### src/rtl/matvec_mac_engine.sv
// Matrix-vector multiply engine: y = A*x computed row by row on one MAC unit.
// Optional feature: define MATVEC_SAT_EN for a saturating accumulator (default wraps).
module matvec_mac_engine #(
   parameter int WORD_SIZE = 4,
   parameter int ROWS      = 2,
   parameter int COLS      = 2,
   parameter int ROW_BITS  = 1,
   parameter int COL_BITS  = 1,
   parameter int ACC_SIZE  = 8
) (
   input  logic                 clk,
   input  logic                 rst,
   input  logic                 mat_wr_en,
   input  logic [WORD_SIZE-1:0] mat_wr_data,
   input  logic                 vec_wr_en,
   input  logic [WORD_SIZE-1:0] vec_wr_data,
   input  logic                 start,
   output logic                 busy,
   output logic                 result_valid,
   output logic [ROW_BITS-1:0]  result_row,
   output logic [ACC_SIZE-1:0]  result_data,
   output logic                 done
);

   localparam int MAT_WORDS = ROWS * COLS;
   localparam int MAT_BITS  = (MAT_WORDS > 1) ? $clog2(MAT_WORDS) : 1;

   localparam logic [1:0] S_IDLE = 2'd0;
   localparam logic [1:0] S_MAC  = 2'd1;
   localparam logic [1:0] S_OUT  = 2'd2;
   localparam logic [1:0] S_DONE = 2'd3;

   logic [WORD_SIZE-1:0]   mat_r [MAT_WORDS];
   logic [WORD_SIZE-1:0]   vec_r [COLS];
   logic [MAT_BITS-1:0]    mat_wr_ptr_r;
   logic [COL_BITS-1:0]    vec_wr_ptr_r;
   logic [ROW_BITS-1:0]    row_r;
   logic [COL_BITS-1:0]    col_r;
   logic [ACC_SIZE-1:0]    acc_r;
   logic [1:0]             state_r;
   logic [1:0]             state_nxt_s;
   logic                   busy_r;
   logic                   result_valid_r;
   logic [ROW_BITS-1:0]    result_row_r;
   logic [ACC_SIZE-1:0]    result_data_r;
   logic                   done_r;

   logic [MAT_BITS-1:0]    mac_idx_s;
   logic [2*WORD_SIZE-1:0] prod_full_s;
   logic [ACC_SIZE-1:0]    prod_acc_s;
   logic [ACC_SIZE-1:0]    acc_sum_s;
   logic                   last_col_s;
   logic                   last_row_s;
   logic                   mat_last_s;
   logic                   vec_last_s;
   logic                   idle_s;

   // Once saturated, adding a non-negative product keeps the accumulator pinned at all-ones.
   function automatic logic [ACC_SIZE-1:0] acc_add(input logic [ACC_SIZE-1:0] a,
                                                   input logic [ACC_SIZE-1:0] b);
`ifdef MATVEC_SAT_EN
      logic [ACC_SIZE:0] sum;
      sum = {1'b0, a} + {1'b0, b};
      if (sum[ACC_SIZE]) begin
         acc_add = {ACC_SIZE{1'b1}};
      end else begin
         acc_add = sum[ACC_SIZE-1:0];
      end
`else
      acc_add = a + b;
`endif
   endfunction

   assign idle_s      = (state_r == S_IDLE);
   assign last_col_s  = (col_r == COL_BITS'(COLS - 1));
   assign last_row_s  = (row_r == ROW_BITS'(ROWS - 1));
   assign mat_last_s  = (mat_wr_ptr_r == MAT_BITS'(MAT_WORDS - 1));
   assign vec_last_s  = (vec_wr_ptr_r == COL_BITS'(COLS - 1));
   assign mac_idx_s   = MAT_BITS'(32'(row_r) * COLS + 32'(col_r));
   assign prod_full_s = {{WORD_SIZE{1'b0}}, mat_r[mac_idx_s]} * {{WORD_SIZE{1'b0}}, vec_r[col_r]};
   assign prod_acc_s  = ACC_SIZE'(prod_full_s);
   assign acc_sum_s   = acc_add(acc_r, prod_acc_s);

   // Next-state decode for the IDLE/MAC/OUT/DONE sequencer.
   always_comb begin
      state_nxt_s = state_r;
      case (state_r)
         S_IDLE: begin
            if (start) begin
               state_nxt_s = S_MAC;
            end else begin
               state_nxt_s = S_IDLE;
            end
         end
         S_MAC: begin
            if (last_col_s) begin
               state_nxt_s = S_OUT;
            end else begin
               state_nxt_s = S_MAC;
            end
         end
         S_OUT: begin
            if (last_row_s) begin
               state_nxt_s = S_DONE;
            end else begin
               state_nxt_s = S_MAC;
            end
         end
         S_DONE:  state_nxt_s = S_IDLE;
         default: state_nxt_s = S_IDLE;
      endcase
   end

   // Matrix/vector storage and their auto-incrementing write pointers (IDLE only).
   always_ff @(posedge clk) begin
      if (rst) begin
         for (int i = 0; i < MAT_WORDS; i++) begin
            mat_r[i] <= {WORD_SIZE{1'b0}};
         end
         for (int j = 0; j < COLS; j++) begin
            vec_r[j] <= {WORD_SIZE{1'b0}};
         end
         mat_wr_ptr_r <= {MAT_BITS{1'b0}};
         vec_wr_ptr_r <= {COL_BITS{1'b0}};
      end else begin
         if (idle_s && mat_wr_en) begin
            mat_r[mat_wr_ptr_r] <= mat_wr_data;
            mat_wr_ptr_r        <= mat_last_s ? {MAT_BITS{1'b0}} : mat_wr_ptr_r + MAT_BITS'(1);
         end
         if (idle_s && vec_wr_en) begin
            vec_r[vec_wr_ptr_r] <= vec_wr_data;
            vec_wr_ptr_r        <= vec_last_s ? {COL_BITS{1'b0}} : vec_wr_ptr_r + COL_BITS'(1);
         end
      end
   end

   // Sequencer, MAC datapath and registered outputs; strobes are decoded from the next state.
   always_ff @(posedge clk) begin
      if (rst) begin
         state_r        <= S_IDLE;
         row_r          <= {ROW_BITS{1'b0}};
         col_r          <= {COL_BITS{1'b0}};
         acc_r          <= {ACC_SIZE{1'b0}};
         busy_r         <= 1'b0;
         result_valid_r <= 1'b0;
         result_row_r   <= {ROW_BITS{1'b0}};
         result_data_r  <= {ACC_SIZE{1'b0}};
         done_r         <= 1'b0;
      end else begin
         state_r        <= state_nxt_s;
         busy_r         <= (state_nxt_s != S_IDLE);
         result_valid_r <= (state_nxt_s == S_OUT);
         done_r         <= (state_nxt_s == S_DONE);
         if (state_nxt_s == S_OUT) begin
            result_row_r  <= row_r;
            result_data_r <= acc_sum_s;
         end
         case (state_r)
            S_IDLE: begin
               if (start) begin
                  row_r <= {ROW_BITS{1'b0}};
                  col_r <= {COL_BITS{1'b0}};
                  acc_r <= {ACC_SIZE{1'b0}};
               end
            end
            S_MAC: begin
               acc_r <= acc_sum_s;
               col_r <= last_col_s ? {COL_BITS{1'b0}} : col_r + COL_BITS'(1);
            end
            S_OUT: begin
               if (!last_row_s) begin
                  row_r <= row_r + ROW_BITS'(1);
                  col_r <= {COL_BITS{1'b0}};
                  acc_r <= {ACC_SIZE{1'b0}};
               end
            end
            S_DONE: begin
               col_r <= {COL_BITS{1'b0}};
            end
            default: begin
               col_r <= {COL_BITS{1'b0}};
            end
         endcase
      end
   end

   assign busy         = busy_r;
   assign result_valid = result_valid_r;
   assign result_row   = result_row_r;
   assign result_data  = result_data_r;
   assign done         = done_r;

endmodule

### config.mk
export PLATFORM = sky130hd
export DESIGN_NAME = matvec_mac_engine
export DESIGN_NICKNAME = d
export VERILOG_FILES = /design/src/rtl/matvec_mac_engine.sv
export SDC_FILE = /design/constraint.sdc
export NUM_CORES = 1
export LEC_CHECK = 0
export ABC_AREA = 1
export BUFFER_PORTS_ARGS = -buffer_cell sky130_fd_sc_hd__buf_2
export CORE_ASPECT_RATIO = 1.1
export CORE_UTILIZATION = 60
export DETAILED_ROUTE_END_ITERATION = 16
export PLACE_DENSITY = 0.79
export SYNTH_ARGS = -nofsm -noshare
export SYNTH_HDL_FRONTEND = slang
export SYNTH_SLANG_ARGS = --single-unit
### constraint.sdc
create_clock -name clk -period 8.95 [get_ports clk]
set_clock_uncertainty 0.15 [all_clocks]
set_input_delay 0.895 -clock clk [delete_from_list [all_inputs] [get_ports clk]]
set_output_delay 0.895 -clock clk [all_outputs]
set_load 0.005 [all_outputs]
==> flow_metrics.env, run 1 <==
export IMPL_wl_met3_um=75
export IMPL_rows=25
export IMPL_cpMaxStageDelayCell="fa_1"
export IMPL_path_cells="clkinv_1 -> nand2_1 -> a32o_1 -> or2_2 -> fa_1 -> fa_1 -> fa_1 -> inv_1 -> ha_1 -> or2_2 -> a21oi_1 -> o21ai_1 -> o211ai_1 -> inv_1"
export IMPL_final_nets=393
export IMPL_achievable_frequency_ghz=0.239
export IMPL_final_util=0.697
export IMPL_ir_drop_uv=125
export IMPL_die_area_sq_um=4980
export IMPL_cts_clk_slew_worst_paths_ns=0.09
export IMPL_grt_pass1_wl_mm=8.45
export IMPL_globalRouteOverflowTotal=0
export IMPL_relSlewSlack=0.586
export IMPL_fin_crit_sh=0.468
export IMPL_rsz0062_at_grt="false"
export IMPL_internal_power_mw=0.383
export IMPL_cts_hold_buf=0
export IMPL_postCtsSetupRepairBufs=0
export IMPL_period_needed_ns=4.19
export IMPL_slew_violations=0
export IMPL_outcome="complete, no violations"
export IMPL_numCtsBuffers=5
export IMPL_crit_top_cell="fa_1"
export IMPL_tns_ns=0
export IMPL_crit_arrival_ns=4.24
export IMPL_wire_per_inst_um=12.6
export IMPL_fillers=370
export IMPL_crit_type="flop to flop"
export IMPL_cts_resized=0
export IMPL_drive_gt1_frac=0.126
export IMPL_h_tree_depth=2
export IMPL_p_leak_nw=1.48
export IMPL_met1Wirelength_mm=2.33
export IMPL_grt_antenna_before_repair=0
export IMPL_grtUsageTotal=0.229
export IMPL_synthesis_nets=368
export IMPL_holdCritPathClass="flop to flop"
export IMPL_dr_pass1_iters=4
export IMPL_hold_viol=0
export IMPL_root_buffer="clkbuf_8"
export IMPL_worstMarginPinSlew_ns=0.616
export IMPL_port_buffers=24
export IMPL_power_switching_mw=0.149
export IMPL_critPathLaunchType="flop"
export IMPL_yosys_warnings=0
export IMPL_cp_max_fo=11
export IMPL_area_growth_pct=9.05
export IMPL_cts_buffer_depth=2
export IMPL_top_layer="met4"
export IMPL_synth_area_sq_um=2820
export IMPL_layout_cells_non_filler=410
export IMPL_p_sw_frac=0.280
export IMPL_wl_met2_mm=2.66
export IMPL_setup_ws_ns=4.76
export IMPL_slowest_delay_ns=0.52
export IMPL_p_comb_frac=0.190
export IMPL_grt_max_degree=20
export IMPL_syn_avg_cell_area_sq_um=8.55
export IMPL_final_common_cell="nand2_1"
export IMPL_coreArea_sq_um=4410
export IMPL_synth_seq_cells=52
export IMPL_preCtsSetupSlack_ns=4.75
export IMPL_cts_tree="done"
export IMPL_placed_area_sq_um=2960
export IMPL_synthCells=330
export IMPL_required_ns=9.00
export IMPL_dr_total_vias=2110
export IMPL_yosysSeqAreaShare=0.454
export IMPL_layout_common_cells="72 x nand2_1, 59 x nor2_1, 45 x inv_1"
export IMPL_routabilityCongestion=0.807
export IMPL_initial_utilization=0.639
export IMPL_first_iter_violations=64
export IMPL_pwr_density_cell_nw_per_um2=173
export IMPL_clkPwrFrac=0.302
export IMPL_dp_hpwl_mm=4.02
export IMPL_clock_latency_ns=0.30
export IMPL_setup_violations_final=0
export IMPL_viasPerCell=5.15
export IMPL_synth_distinct_cells=34
export IMPL_die_h_um=73.9
export IMPL_antenna_left=0
export IMPL_drcViolationCount=0
export IMPL_die_width_um=67.4
export IMPL_num_antenna_cells=0
export IMPL_pwr_share_seq=0.509
export IMPL_grt_pass1_vias=1957
export IMPL_io_pins=25
export IMPL_critPathCaptureType="flop"
export IMPL_fin_area_sq_um=3080
export IMPL_place_inst=402
export IMPL_cts_sinks=52
export IMPL_cap_violations=0
export IMPL_drt_wl_total_mm=5.15
## cell families after synthesis
logic type                 share of synthesized area
and+or+nand+nor                                0.220
DFF                                            0.454
muxes                                         0.0142
adders and majority gates                      0.135
xor gates and xnor gates                     0.00621
AOI/OAI and AO/OA                             0.0856
buffers and inverters                         0.0843
## metal layers
metal,global-route usage,up-vias
met5,0,-
met2,0.404,20
met3,0.0342,8
li1,-,1098
met1,0.280,984
met4,0.0827,0
## stage by stage
step | power [mW] | hold slack, ns
finish | 0.532 | 0.322
global route | 0.560 | 0.348
CTS | 0.534 | 0.323
detailed placement | 0.377 | 0.309
global placement | 0.374 | 0.303
floorplan | 0.353 | 0.288
## Yosys cell counts
cell type	number	area share
mux2i_1	4	0.014
nand3_1	5	0.0089
o211ai_2	1	0.0044
buf_2	2	0.0035
nor2_2	1	0.0022
dfxtp_1	28	0.20
o21a_1	2	0.0053
or2_2	5	0.011
inv_4	1	0.0022
xnor2_1	1	0.0031
buf_6	2	0.0080
o21ai_0	8	0.014
buf_1	1	0.0013
ha_1	16	0.071
inv_1	45	0.060
nor2_4	3	0.012
o211ai_1	1	0.0027
o31ai_1	1	0.0027
clkbuf_4	1	0.0027
clkinv_1	3	0.0040
nand4_1	1	0.0022
xor2_1	1	0.0031
o21ai_1	2	0.0035
nand3b_1	3	0.0080
edfxtp_1	24	0.26
inv_2	2	0.0027
o21bai_1	1	0.0027
o22ai_1	1	0.0022
fa_1	9	0.064
nor2_1	59	0.079
a32o_1	4	0.014
nand2_1	72	0.096
nor3_1	1	0.0018
a21oi_1	19	0.034
## worst max-delay path, delay by kind of cell, from the launching register on
| kind | cells | cell delay [ns] |
|---|---|---|
| adder cells (fa/ha/maj) | 4 | 1.80 |
| AND/OR/NAND/NOR | 3 | 0.62 |
| flip-flops | 1 | 0.51 |
| buffers and inverters | 3 | 0.41 |
| AO/OA/AOI/OAI | 4 | 0.60 |
## final cells by class
class	count	area [sq um]	area share
Inverter	51	194	0.0631
Multi-Input combinational cell	221	1300	0.423
Tap cell	54	67.6	0.0220
Clock buffer	5	68.8	0.0224
Timing Repair Buffer	24	120	0.0391
Sequential cell	52	1280	0.417
Clock inverter	3	42.5	0.0138
## sequential cells by signal, summed over array words and instances, names as in the netlist, named ones only
register      cells
col_r             1
state_r           2
result_row        1
acc_r             8
result_valid      1
busy              1
result_data       8
vec_last_s        1
mat_wr_ptr_r      2
last_row_s        1
vec_r             8
mat_r            16
done              1
## power by group through the flow
stage          clock [mW]  combinational [mW]  sequential (mW)
3_3_place_gp            0              0.0989            0.276
6_report            0.160               0.101            0.271
3_5_place_dp            0               0.101            0.276
2_1_floorplan           0              0.0806            0.273
5_1_grt             0.170               0.118            0.272
4_1_cts             0.162               0.102            0.270
## final timing paths
path | startpoint | to | slack, ns | cells after the start
max | col_r | result_data[4] | 4.76 | 14
min reg2reg | acc_r[5] | acc_r[5] | 0.32 | 2
max reg2reg | col_r | result_data[4] | 4.76 | 14
min | acc_r[5] | acc_r[5] | 0.32 | 2
No activity file was read; power rests on OpenSTA's default activity.
==> run 2, diff against run 1 <==
Settings changed: CORE_UTILIZATION 60 to 59, PLACE_DENSITY 0.79 to 0.78.
Clock period 8.95 ns to 4.2 ns, I/O delays scaled along.
==> run 2 against run 1 <==
Effect of this change: design area increased by 0.65%; largest cell class unchanged; non-clock buffer count increased by 4; core utilization decreased by 2.7 points; critical path type unchanged; sequential share of layout area decreased by 0.11 points; critical path depth decreased by 1; worst hold slack got worse by 0.059 ns; final cell count increased by 1.5%.
==> flow_metrics.env, run 2 (synthesis results as in run 1) <==
export IMPL_critPathLaunchType="flop"
export IMPL_viasPerCell=5.14
export IMPL_r2r_end="result_data[4]"
export IMPL_final_nets=397
export IMPL_period_needed_ns=4.03
export IMPL_grt_antenna_before_repair=0
export IMPL_final_common_cell="nand2_1"
export IMPL_coreArea_sq_um=4620
export IMPL_dr_total_vias=2139
export IMPL_rrSetupSlack_ns=0.17
export IMPL_antenna_left=0
export IMPL_num_antenna_cells=0
export IMPL_whs_ns=0.263
export IMPL_cts_sinks=52
export IMPL_h_tree_depth=2
export IMPL_globalRouteOverflowTotal=0
export IMPL_hp_start="vec_wr_en"
export IMPL_slew_violations=0
export IMPL_largest_register_ffs=16
export IMPL_setup_ws_ns=0.169
export IMPL_routabilityCongestion=0.829
export IMPL_holdCritPathClass="input pin to flop"
export IMPL_cts_tree="done"
export IMPL_dr_pass1_iters=4
export IMPL_final_util=0.670
export IMPL_use_met2=0.388
export IMPL_cts_clk_slew_worst_paths_ns=0.09
export IMPL_ir_drop_uv=222
export IMPL_relSlewSlack=0.615
export IMPL_achievable_frequency_ghz=0.248
export IMPL_rsz0062_at_grt="false"
export IMPL_grt_busiest_layer="met2"
export IMPL_cts_buffer_depth=2
export IMPL_fin_area_sq_um=3100
export IMPL_use_met3=0.0368
export IMPL_ff2ff_path_depth=13
export IMPL_grt_pass1_vias=1917
export IMPL_first_iter_violations=84
export IMPL_worstMarginPinSlew_ns=0.572
export IMPL_area_growth_pct=9.76
export IMPL_grt_pass1_wl_mm=8.31
export IMPL_die_width_um=67.9
export IMPL_io_pins=25
export IMPL_port_buffers=24
export IMPL_dp_hpwl_mm=4.08
export IMPL_pwr_density_cell_nw_per_um2=349
export IMPL_drcViolationCount=0
export IMPL_cap_violations=0
export IMPL_root_buffer="clkbuf_8"
export IMPL_layout_common_cells="72 x nand2_1, 59 x nor2_1, 45 x inv_1"
export IMPL_numCtsBuffers=5
export IMPL_setup_violations_final=0
export IMPL_rows=26
export IMPL_initial_utilization=0.611
export IMPL_drt_wl_total_mm=5.21
export IMPL_crit_type="flop to flop"
export IMPL_wire_per_inst_um=12.5
export IMPL_crit_arrival_ns=4.08
export IMPL_preCtsSetupSlack_ns=-0.0148
export IMPL_p_leak_nw=1.50
export IMPL_cp_max_fo=8
export IMPL_outcome="complete, no violations"
export IMPL_die_h_um=74.5
export IMPL_holdPathStages=4
export IMPL_fin_total_pwr_mw=1.08
export IMPL_grt_max_degree=20
export IMPL_top_register="mat_r"
export IMPL_grtUsageTotal=0.223
export IMPL_critPathCaptureType="flop"
export IMPL_clock_latency_ns=0.30
export IMPL_die_area_sq_um=5060
export IMPL_fin_crit_sh=0.960
export IMPL_drive_gt1_frac=0.150
export IMPL_hold_viol=0
export IMPL_placed_area_sq_um=2990
export IMPL_holdPathEnd="vec_last_s"
export IMPL_required_ns=4.25
export IMPL_met1_usage=0.281
export IMPL_reg2reg_from="last_row_s"
[run 2: per-stage QoR]
| stage | setup TNS, ns | instances |
|---|---|---|
| finish | 0 | 416 |
| global route | 0 | 416 |
| CTS | 0 | 415 |
| detailed placement | -0.0148 | 407 |
| global placement | 0 | 407 |
| floorplan | 0 | 330 |
[run 2: power by group]
group	total (mW)	internal [mW]	switching (mW)
registers	0.577	0.560	0.0172
logic	0.225	0.0859	0.140
clock network	0.277	0.117	0.159
[run 2: worst max path at each step]
stage | start | endpoint | cells past startpoint
final | last_row_s | result_data[4] | 13
after global routing | col_r | result_data[6] | 16
after CTS | col_r | result_data[4] | 13
after detailed placement | col_r | result_data[4] | 14
after global placement | col_r | result_data[6] | 16
after floorplan | last_row_s | result_data[6] | 15
[run 2: metal layers]
metal / up-vias / part of all wire
met1: 1006 / 0.46
met5: - / 0
met4: 0 / 0.014
met3: 7 / 0.017
li1: 1106 / -
met2: 20 / 0.51
[run 2: timing repair]
item | in CTS | in global routing
resized for setup | 1 | 8
endpoints found under the setup margin | 1 | 8
setup buffers | 0 | 1
hold buffers | 0 | 0
[run 2: critical path: stages (launching register included)]
cell	delay (ns)
dfxtp_2	0.36
clkinvlp_4	0.15
a32o_2	0.32
or2_2	0.29
fa_1	0.52
fa_1	0.51
fa_1	0.51
inv_1	0.04
ha_1	0.33
or2_2	0.32
a21oi_2	0.18
o21ai_1	0.08
o211ai_1	0.10
inv_1	0.06
[run 2: cell type report]
type                            instances  area [sq um]
Fill cell                             400          1520
Multi-Input combinational cell        221          1310
Sequential cell                        52          1290
Inverter                               51           200
Timing Repair Buffer                   28           150
Clock buffer                            7          76.3
Tap cell                               56          70.1
Clock inverter                          1          5.00
